**src/rtl/if_stage.sv**
```systemverilog
`default_nettype none
// ============================================================================
// Module      : if_stage
// Description : Instruction-fetch stage. Owns the PC, selects the next PC and
//               flags fetch-side address errors for the F/D register.
// Revision    : 1.0 - initial release
// ============================================================================
module if_stage #(
    parameter logic [31:0] RESET_PC   = 32'h0000_3000,
    parameter logic [31:0] EXC_VECTOR = 32'h0000_4180,
    parameter logic [31:0] IM_BASE    = 32'h0000_3000,
    parameter logic [31:0] IM_TOP     = 32'h0000_6FFC,
    parameter logic [4:0]  EXC_ADEL   = 5'd4
) (
    input  logic        clk,
    input  logic        reset,
    input  logic        stall,
    input  logic        exc_req,
    input  logic        eret_D,
    input  logic [31:0] epc,
    input  logic        redirect_D,
    input  logic [31:0] target_D,
    input  logic        branch_D,
    output logic [31:0] imem_addr,
    input  logic [31:0] imem_rdata,
    output logic [31:0] PC_F,
    output logic [31:0] Instr_F,
    output logic [31:0] PCplus4_F,
    output logic [31:0] PCplus8_F,
    output logic [4:0]  Exccode_F,
    output logic        DelaySlot_F,
    output logic        PCEn_F
);

    logic [31:0] r_pc;
    logic        r_pc_valid;
    logic        w_adel;
    logic        w_squash;

    // Exception entry overrides a stall; eret outranks a concurrent branch.
    always_ff @(posedge clk) begin
        if (reset) begin
            r_pc       <= RESET_PC;
            r_pc_valid <= 1'b0;
        end else begin
            r_pc_valid <= 1'b1;
            if (exc_req) begin
                r_pc <= EXC_VECTOR;
            end else if (!stall) begin
                if (eret_D) begin
                    r_pc <= epc;
                end else if (redirect_D) begin
                    r_pc <= target_D;
                end else begin
                    r_pc <= r_pc + 32'd4;
                end
            end
        end
    end

    assign w_adel   = (r_pc[1:0] != 2'b00) || (r_pc < IM_BASE) || (r_pc > IM_TOP);
    assign w_squash = !r_pc_valid || w_adel || exc_req || (eret_D && !stall);

    assign imem_addr   = r_pc;
    assign PC_F        = r_pc;
    assign PCplus4_F   = r_pc + 32'd4;
    assign PCplus8_F   = r_pc + 32'd8;
    assign PCEn_F      = r_pc_valid;
    assign Exccode_F   = (r_pc_valid && w_adel) ? EXC_ADEL : 5'd0;
    assign Instr_F     = w_squash ? 32'd0 : imem_rdata;
    assign DelaySlot_F = branch_D && !eret_D && !exc_req;

endmodule
`default_nettype wire
```
**config.mk**
```make
export PLATFORM = sky130hd
export DESIGN_NAME = if_stage
export DESIGN_NICKNAME = d
export VERILOG_FILES = /design/src/rtl/if_stage.sv
export SDC_FILE = /design/constraint.sdc
export NUM_CORES = 1
export LEC_CHECK = 0
export CORE_ASPECT_RATIO = 0.5
export CORE_MARGIN = 4
export CORE_UTILIZATION = 32
export CTS_CLUSTER_DIAMETER = 80
export DETAILED_ROUTE_END_ITERATION = 7
export PLACE_DENSITY_LB_ADDON = 0.25
export SLEW_MARGIN = 5
export SYNTH_ARGS = -nofsm -noshare
export SYNTH_HDL_FRONTEND = slang
export SYNTH_SLANG_ARGS = --single-unit
```
**constraint.sdc**
```tcl
create_clock -name clk -period 2.45 [get_ports clk]
set_clock_uncertainty 0.15 [all_clocks]
set_input_delay 0.3675 -clock clk [delete_from_list [all_inputs] [get_ports clk]]
set_output_delay 0.3675 -clock clk [all_outputs]
set_load 0.03 [all_outputs]
```
* Word level (Yosys, flattened, before mapping)
Cells that the tools add are included.
W data, S select, Z words.
** Operators by class
- $add $sub $neg :: 2
- Magnitude comparators :: 2
- Equal/unequal tests :: 1
- Mux-type cells :: 7
- Reductions and logical operators :: 15
** Operators with widths (number)
- $mux W32 :: 3
- $add A32 B3 Y32 const B :: 1
- $add A32 B4 Y32 const B :: 1
- $gt A32 B15 Y1 const B :: 1
- $lt A32 B14 Y1 const B :: 1
- $mux W15 :: 2
- $logic_or A1 B1 Y1 :: 5
- $logic_and A1 B1 Y1 :: 4
- $logic_not A1 Y1 :: 4
- $mux W3 :: 1
- $ne A2 B1 Y1 const B :: 1
- $reduce_bool A2 Y1 :: 1
- $reduce_or A2 Y1 :: 1
- $mux W1 :: 1
** Word-level totals
- Register bits :: 33
- Input port bits :: 103
- Output and inout port bits :: 167
- Logic and storage cells :: 30

* Logic depth before layout (Yosys ltp)
- Depth after elaboration :: 7
- Mapped depth :: 7
- Depth with buffers taken out :: 6

* Worst setup path after synthesis
OpenSTA, ideal clock, no wires.
- Path kind :: reg2out
- Start :: register r_pc[3] (netlist: PC_F[3])
- End :: output port PCplus4_F[23]
- Arrival :: 2.416 ns
- Data required time :: 1.933 ns
- Path slack :: -0.484 ns
- Cell stages (with the launch flop) :: 6
- Cell sequence :: dfxtp_1 ha_1 nand4_4 nor4_2 nand2_1 xnor2_1
** On the way
- Word-level cells in the longest chain between the ends :: 1
** Ends and longest elaborated chain
- start, declared :: line 35 : logic [31:0] r_pc;
- start signal, assigned :: line 51 : r_pc <= epc;
- start signal, assigned :: line 53 : r_pc <= target_D;
- start signal, assigned :: line 55 : r_pc <= r_pc + 32'd4;
- $add A32 B3 Y32 :: line 66 : assign PCplus4_F = r_pc + 32'd4;
- end, declared :: line 28 : output logic [31:0] PCplus4_F,
Every way passes these cells.

* Worst setup path after layout
- Start :: register r_pc[3] (netlist: PC_F[3])
- End :: output port PCplus4_F[29]
The elaborated chain is that of the path after synthesis.

==> results.tsv <==
stage	metric	value	unit
yosys	adder-cell area share of the yosys netlist	0.6793	%
setup_path	CP Data Arrival Time	2210	ps
setup_path	slowest library cell on the worst path	dfxtp_4	
layout	Post-layout nets	931	
yosys	synthesized area per cell	7.223	µm²
routing	vias per cell	5.504	
yosys	post-synthesis cell type count	59	
setup_path	setup slack, reg-to-reg	-150	ps
pwr	worst vdd ir	269.3	µV
clocking	Clock Sinks	33	
timing	Tmin final	2731	ps
timing	Slew Viols, Final	0	
yosys	Synth Instances	510	
floorplan	die height	83.87	µm
setup_path	Top delay family on crit path	simple AND/OR/NAND/NOR gates	
clocking	Max H-tree Level	2	
flow_run	max-cap violation count	0	
routing	post-route ant nets	0	
pwr	Lkg Pwr	3.650	nW
yosys	EDFF count, synth	0	
clocking	Max clock buf depth	2	
global_route	GRT overflow	0	
clocking	worst-skew pair later-pin latency	280	ps
layout	Non-Filler Cell Area, Final	0.008359	mm²
setup_path	Buf/Inv on CP	2	
yosys	Synth Cell Area	0.003684	mm²
timing	Setup WS post-layout	-280.6	ps
yosys	post-synth top area cell	dfxtp_1	
setup_path	Cell Chain, Critical Path	ha_4, nand4_4, buf_6, nor4_4, nand4_1, xnor2_4, buf_6	
clocking	CTS buffer count	5	
setup_path	critical path capture point type	output port	
timing	final hold violations	0	
clocking	Root Buffer	clkbuf_16	
yosys	post-synthesis register bit count	33	
yosys	Synth async-reset ratio	0	%
yosys	ys flop type	dfxtp_1	
routing	First DRT Iteration DRCs	442	
outcome	outcome	complete, but fails checks	
yosys	top post-synthesis cells by area	dfxtp_1 18%, buf_4 10%, xnor2_1 6.9%	
worst_hold_path	worst hold path type	primary input to flop	
routing	Detailed Routing Iterations Pass 1	5	
timing	hold_ws	492.2	ps
placement	DP Area	0.006967	mm²
clocking	Reg clk slew, reported paths	60	ps
setup_path	CP dominant cell by count	buf_6	
setup_path	critical path launch point type	flop	
timing	Max Freq	366.2	MHz
floorplan	full die area	0.01340	mm²
yosys	Synth Area in Simple Gates	31.39	%
pwr	Design Power	2.425	mW
global_route	GRT Overall Usage	28.56	%
setup_path	WP depth	7	
placement	Port Buffers	265	
clocking	hold bufs inserted after CTS	0	
global_route	largest net degree at the start of global routing	26	
placement	placed wire-length estimate	15.23	mm
floorplan	core area	0.01111	mm²
global_route	initial antenna violation count	2	
timing	final worst path period share	111.5	%
floorplan	die width	159.7	µm
outcome	failing checks	negative setup slack	
placement	RD Place Congestion	0.9613	
yosys	post-synthesis compound-gate area fraction	20.86	%
yosys	register area share after synthesis	17.93	%
global_route	vias in the first global route	5203	
setup_path	worst-path fanout max	4	
yosys	post-synthesis mux area share	1.359	%
yosys	Post-Synth XOR/XNOR Area	11.89	%
layout	Final Non-Filler Cells	974	
routing	WL per Instance	21.83	µm
floorplan	Initial Util	33.14	%
floorplan	IO Count	270	
setup_path	FF-to-FF path depth	10	
setup_path	Required @ worst endpoint	1930	ps
floorplan	FP Rows	27	
placement	Post-Place Cells	920	
routing	DRC	0	
yosys	top cell type's share of synthesized area	17.93	%
routing	total number of vias	5361	
timing	unrepaired setup endpoints after global routing	true	
layout	fillcell total	759	
layout	layout cell share with drive strength beyond 1	45.83	%
setup_path	Reg-to-Reg End	PC_F[21]$_SDFFE_PP0N_	
setup_path	Worst path max stage delay	380	ps
setup_path	CP Class	flop to output port	
layout	Layout area overhead	126.9	%
yosys	largest family of logic cells by synthesized area	simple AND/OR/NAND/NOR gates	
yosys	synth warn	0	
setup_path	critical register-to-register path startpoint	PC_F[3]$_SDFFE_PP0N_	
pwr	Pwr per Cell Area	290.1	mW/mm²
clocking	TritonCTS clock tree	done	
timing	setup violators final	62	
global_route	first-pass GRT wire length	30.50	mm
setup_path	Worst Setup EP	PCplus4_F[29]	
routing	routed wire length	21.26	mm
setup_path	CP Launch Point	PC_F[3]$_SDFFE_PP0N_	
-- area by class of cell --
| class | instances | area (µm²) | share of cell area (%) |
|---|---|---|---|
| tap | 145 | 181.4 | 2.170 |
| clock buffer | 8 | 167.7 | 2.006 |
| antenna | 2 | 5.005 | 0.05987 |
| multi-input combinational | 377 | 3239 | 38.75 |
| inverter | 10 | 37.54 | 0.4490 |
| timing repair buffer | 399 | 3998 | 47.82 |
| sequential | 33 | 730.7 | 8.741 |
-- state kept, by name, summed over array words and instances (netlist names), named ones only --
name    count
PCEn_F      1
PC_F       30
-- metal layers --
metal | global-route usage, % | wire length (µm)
met1 | 36.85 | 8192
met2 | 49.96 | 10570
met3 | 5.427 | 1989
met4 | 5.748 | 512
met5 | 0 | 0
-- worst min-delay path by stage --
| stage | start | to | slack, ps | cells past startpoint |
|---|---|---|---|---|
| 4_1_cts | stall | PC_F[15]$_SDFFE_PP0N_ | 480 | 3 |
| 3_3_place_gp | PC_F[20]$_SDFFE_PP0N_ | PC_F[20]$_SDFFE_PP0N_ | 450 | 2 |
| 6_report | stall | PC_F[15]$_SDFFE_PP0N_ | 490 | 3 |
| 2_1_floorplan | reset | PC_F[14]$_SDFFE_PP0P_ | 290 | 1 |
| 3_5_place_dp | PC_F[20]$_SDFFE_PP0N_ | PC_F[20]$_SDFFE_PP0N_ | 450 | 2 |
| 5_1_grt | stall | PC_F[15]$_SDFFE_PP0N_ | 510 | 3 |
-- cell usage in the layout, fill, tap and decap left out, drive strengths merged, types with 4 or more instances in the layout --
cell type      count
xor2              21
dlymetal6s2s       4
or4                4
nand3             16
a31oi              5
a21oi             26
nor3              17
nand2             30
nand4             17
nor4              18
o22ai              4
and2              34
a221o              4
and4               5
a22oi              6
conb               4
dfxtp             33
and3               7
mux2i              5
a221oi            13
or2               10
xnor2             29
clkdlybuf4s50    178
inv                9
nor2              33
buf              215
clkbuf            10
o21ai             32
-- worst min-delay path: cells and delay by family --
family | cells | cell delay, ps
compound gates | 1 | 130
buf+inv | 2 | 380
-- metrics by stage --
step	TNS, ps	worst slack, ps	utilization, %
finish	-7022	-280.6	75.21
global route	-11630	-304.6	75.21
CTS	-4205	-228.9	71.38
detailed placement	-77.45	-57.35	62.68
global placement	-5.546	-3.446	62.68
floorplan	-284.7	-98.21	-
-- report_power, final --
part | switching, mW | leakage (nW) | internal [mW]
clock | 0.250 | 0.0823 | 0.467
sequential | 0.0409 | 0.285 | 0.556
combinational | 0.572 | 3.28 | 0.538
-- cell families (layout without fill, tap and decap cells) --
kind of cell / Yosys count / after routing
fa+ha+maj: 2 / 2
mux: 5 / 5
other cells: 1 / 6
compound gates: 117 / 117
flops: 33 / 33
buf+inv: 103 / 417
xor+xnor: 50 / 50
simple gates: 199 / 199
-- what timing repair did --
item | 4_1_cts | 5_1_grt
gates cloned | 2 | 0
resized for setup | 141 | 79
pin swaps | 42 | 39
setup endpoints to repair | 67 | 71
buffers inserted | 28 | 18
-- synth_stat cells, types with 8 or more instances --
| cell type | n |
|---|---|
| a21oi_1 | 26 |
| a221oi_1 | 13 |
| and2_1 | 34 |
| buf_2 | 8 |
| buf_4 | 49 |
| clkbuf_1 | 30 |
| dfxtp_1 | 33 |
| inv_1 | 9 |
| nand2_1 | 29 |
| nand3_1 | 15 |
| nand4_1 | 14 |
| nor2_1 | 33 |
| nor3_1 | 17 |
| nor4_1 | 14 |
| o21ai_0 | 31 |
| xnor2_1 | 29 |
| xor2_1 | 21 |
Note: power is estimated with default switching activity, not from simulation.
==> RTL change 1, RTL diff (same flow settings) <==
Register the input `target_D` before use, without a reset. The logic sees it one clock later. The other inputs are not delayed to match.
--- a/src/rtl/if_stage.sv
+++ b/src/rtl/if_stage.sv
@@ -32,6 +32,12 @@
     output logic        PCEn_F
 );
 
+    logic [31:0] target_D_q;
+
+    always_ff @(posedge clk) begin
+        target_D_q <= target_D;
+    end
+
     logic [31:0] r_pc;
     logic        r_pc_valid;
     logic        w_adel;
@@ -50,7 +56,7 @@
                 if (eret_D) begin
                     r_pc <= epc;
                 end else if (redirect_D) begin
-                    r_pc <= target_D;
+                    r_pc <= target_D_q;
                 end else begin
                     r_pc <= r_pc + 32'd4;
                 end
Formal check against the unedited RTL: not equivalent (a bounded check fails within 4 cycles, from zero or initial values and one cycle with reset high).
==> RTL change 1 against the unedited design <==
  * The run still ends with setup timing left
  * Sequential cell count rose by 32
  * Power is 46% higher
  * Synthesized area up 22%
  * Worst setup slack improved by 13 ps
  * Final area rose by 16%
  * Combinational power grew 6%
  * Global-route usage fell by 5.6 points
  * Wire length shrank 4.0%
==> RTL change 1: results (changes against the unedited design) <==
setup_tns: -10590 ps (-3570 ps)
Crit Path Max Fanout: 32 (+28)
DR iter-0 viols: 434 (-1.8%)
Hold Path Depth: 1 (-2)
Largest register FFs: 32 (+6.7%)
final worst slack: -267.3 ps (+13.32 ps)
fill cell count: 950 (+25%)
Worst-Skew Late Latency: 330 ps (+50 ps)
vias in the first global route: 5553 (+6.7%)
hold_ws: 327.7 ps (-164.5 ps)
largest net degree at the start of global routing: 33 (+27%)
initial antenna violation count: 0 (-2)
post-synthesis sequential area ratio: 28.99% (+11 points)
cell count after placement: 997 (+8.4%)
top cells by count, synth: dfxtp_1 (65), buf_4 (52), nand2_1 (51)
ant diodes: 0 (-2)
met3 WL: 1.674 mm (-16%)
launch point of the worst hold path: target_D[27]
Static Leakage: 4.488 nW (+23%)
GP Congestion: 0.9656 (+0.45%)
r2r setup slk: 190 ps (+340 ps)
WL final: 20.41 mm (-4.0%)
All-Layer GR Usage: 22.93% (-5.6 points)
failing checks: setup timing
routing usage on met1: 28.13% (-8.7 points)
Setup Slack @ Placement: -59.94 ps (-2.591 ps)
Setup violations, final: 64 (+3.2%)
slowest CP cell: dfxtp_2
met2 wire len: 10.25 mm (-3.0%)
hold endpoint: target_D_q[27]
worst vdd ir: 321.3 µV (+19%)
outcome: finished with violations
# H-tree levels: 3 (+1)
first-pass GRT wire length: 29.71 mm (-2.6%)
drt via density: 5.135 (-6.7%)
RR Endpoint: PC_F[26]
met3 GRT Util: 6.672% (+1.2 points)
Yosys cell types: 63 (+6.8%)
Synth Area per Inst: 8.160 µm² (+13%)
M1 wire length: 8.112 mm (-0.98%)
met2 GRT Util: 39.62% (-10 points)
layout cells sized above 1: 43.60% (-2.2 points)
DR pass1 iterations: 6 (+1)
dpl hpwl: 14.63 mm (-3.9%)
[RTL change 1: changes by cell type after synthesis, moves of 5 or more]
cell and delta:
o21ai_0 -5, xnor2_1 +10, clkbuf_1 -11, or2_2 -6
nor3_1 -9, a221oi_1 -8, dfxtp_1 +32, nand2_1 +22
[RTL change 1: power by group]
group | internal [mW] | leakage (nW) | switching [mW]
combinational | 0.596 | 3.80 | 0.579
clock | 0.740 | 0.133 | 0.469
sequential | 1.11 | 0.554 | 0.0459
total | 2.44 | 4.49 | 1.09
[RTL change 1: logic make-up after synthesis]
group / Yosys count / synth area share, %
AOI/OAI and AO/OA: 114 / 17.51
and+or+nand+nor: 205 / 27.04
xor gates and xnor gates: 56 / 10.93
DFF: 65 / 28.99
adders and majority gates: 2 / 0.5575
muxes: 7 / 1.617
buffers and inverters: 100 / 13.27
other: 1 / 0.08356
[RTL change 1: how the worst max path moves through the flow]
stage	startpoint	end	slack [ps]	depth (start not counted)
2_1_floorplan	PC_F[5]	PCplus4_F[16]	-140	5
3_3_place_gp	PC_F[25]	Instr_F[2]	-60	8
3_5_place_dp	PC_F[25]	Instr_F[2]	-60	8
4_1_cts	PC_F[24]	Instr_F[2]	-280	8
5_1_grt	PC_F[31]	Instr_F[28]	-340	8
6_report	PC_F[31]	Instr_F[28]	-270	8
[RTL change 1: cell type report]
type	count	area (µm²)	share of cell area, %
Timing Repair Buffer	420	4330	44.71
Inverter	10	37.54	0.3875
Tap cell	192	240.2	2.480
Clock inverter	2	12.51	0.1292
Clock buffer	14	264.0	2.726
Sequential cell	65	1366	14.11
Multi-Input combinational cell	388	3435	35.46
[RTL change 1: repair_timing]
item                                    CTS  global route
endpoints found under the hold margin     0             0
pin swaps                                47            51
endpoints found under the setup margin   72            75
setup buffers                            44            35
resized for setup                       151            74
==> RTL change 2, RTL diff (config.mk and constraints unchanged) <==
Without the edit above. Change the parameter `EXC_VECTOR` from 32'h0000_4180 to 32'h000020C0.
--- a/src/rtl/if_stage.sv
+++ b/src/rtl/if_stage.sv
@@ -7,7 +7,7 @@
 // ============================================================================
 module if_stage #(
     parameter logic [31:0] RESET_PC   = 32'h0000_3000,
-    parameter logic [31:0] EXC_VECTOR = 32'h0000_4180,
+    parameter logic [31:0] EXC_VECTOR = 32'h000020C0,
     parameter logic [31:0] IM_BASE    = 32'h0000_3000,
     parameter logic [31:0] IM_TOP     = 32'h0000_6FFC,
     parameter logic [4:0]  EXC_ADEL   = 5'd4
Behaviour: not the same (a bounded check fails within 4 cycles, from zero or initial values and one cycle with reset high).
==> RTL change 2 against the unedited design <==
  * The flow still finishes with violations (setup timing)
  * Final cell count decreased by 0.21%
  * First-iteration DRC count decreased by 19%
  * Final area increased by 0.28%
  * Sequential share of layout area decreased by 0.17 points
  * Clock power decreased by 13%
  * Synthesized area increased by 2.3%
  * Sequential cell count unchanged
  * Combinational power decreased by 5%
  * Worst setup slack improved by 86 ps
  * Synthesized cell count decreased by 0.78%
  * Wire length decreased by 10%
  * Power decreased by 6.4%
  * Largest power group unchanged
==> RTL change 2: results (changes against the unedited design) <==
outcome: finished with violations
failing checks: setup timing
reg-to-reg startpoint: PC_F[9]
Yosys cell types: 65 (+10%)
vias in the first global route: 5250 (+0.90%)
DR iter-0 viols: 358 (-19%)
post-synthesis xor/xnor area fraction: 13.01% (+1.1 points)
top cells by area, synth: dfxtp_1 (18%), buf_4 (9.8%), xnor2_1 (8.8%)
launch point of the worst hold path: PC_F[14]
final worst slack: -194.8 ps (+85.77 ps)
CP peak stage delay: 330 ps (-50 ps)
Static Leakage: 3.664 nW (+0.38%)
All-Layer GR Usage: 25.81% (-2.8 points)
fin nets: 918 (-1.4%)
Setup violations, final: 49 (-21%)
GP Congestion: 0.8667 (-9.8%)
multiplexer share of the synthesized area: 1.926% (+0.57 points)
DR pass1 iterations: 6 (+1)
top cells by count, synth: buf_4 (49), xnor2_1 (38), and2_1 (33), dfxtp_1 (33), nand2_1 (33)
Post-DP Area: 7044 µm² (+1.1%)
slowest CP cell: dfxtp_2
Synth Area in Adders: 0.6640% (-0.015 points)
ant diodes: 0 (-2)
first-pass GRT wire length: 28.48 mm (-6.6%)
post-synthesis sequential area ratio: 17.53% (-0.40 points)
WL final: 19.12 mm (-10%)
fill cell count: 773 (+1.8%)
Synth Area in Compound Gates: 20.25% (-0.60 points)
HP Class: register to register
initial antenna violation count: 0 (-2)
largest net degree at the start of global routing: 25 (-3.8%)
layout cells sized above 1: 44.28% (-1.5 points)
RTL change 2: cell types whose count changed in the layout (fill, tap and decap cells not counted), sizes merged, moves of 4 or more:
cell and change:
and3 +5, nor4 -6, nor3 -8, a21oi -10, nor2 -6, a221oi -6
xnor2 +9, nand2 +4, nand3 +8, or2 -9, buf -9
RTL change 2: path summary, 6_finish.rpt:
check | endpoint | cells past startpoint | slack [ps]
setup reg to reg | PC_F[19] | 8 | 160
hold reg to reg | PC_F[16] | 2 | 460
hold / removal | PC_F[16] | 2 | 460
setup / recovery | Instr_F[16] | 8 | -190
RTL change 2: layer usage:
metal  GRT usage [%]  vias to the layer above  share of wire (%)
met3           6.523                       32                9.1
met2           46.78                      295                 51
met5               0                        -                  0
met1           31.12                     2496                 38
li1                -                     2373                  -
met4           5.263                        0                1.6
RTL change 2: logic make-up (layout without fill, tap and decap cells):
logic type	Yosys count	after routing
other	1	4
and+or+nand+nor	189	189
DFF	33	33
xor gates and xnor gates	56	56
buffers and inverters	107	411
AOI/OAI and AO/OA	111	111
muxes	7	7
adders and majority gates	2	2
RTL change 2: layout make-up:
class	count	share of cell area (%)
repair buffers	393	47.69
multi-input cells	369	39.28
well taps	159	2.373
clock buffers	6	1.537
flip-flops and latches	33	8.567
inverters	11	0.4925
clock inverters	1	0.05970
RTL change 2: tightest hold or removal path, stage by stage (launching register included):
cell	delay [ps]
dfxtp_4	370
nand3_4	100
o211ai_1	90
RTL change 2: power by group:
part	total [mW]	switching (mW)	leakage, nW	internal (mW)
registers	0.590	0.0349	0.282	0.555
clock network	0.627	0.257	0.0667	0.370
logic	1.05	0.528	3.32	0.525
RTL change 2: metrics by stage:
step	hold slack, ps	util [%]	setup slack, ps	setup TNS, ps	instances
after detailed placement	428.9	62.62	-113.8	-113.8	912
after global placement	415.1	62.62	-109.3	-109.3	912
after floorplan	279.5	-	-49.25	-770.6	509
after CTS	502.6	71.47	-175.9	-5640	963
after global routing	488.8	74.52	-290.5	-11460	972
final	457.9	74.52	-194.8	-6716	972
RTL change 2: repair_timing:
action / in CTS / in global routing
cloned: 2 / 0
setup buffers: 42 / 9
resized for setup: 126 / 63
endpoints found under the hold margin: 0 / 0
setup endpoints to repair: 69 / 75
pin swaps: 55 / 34
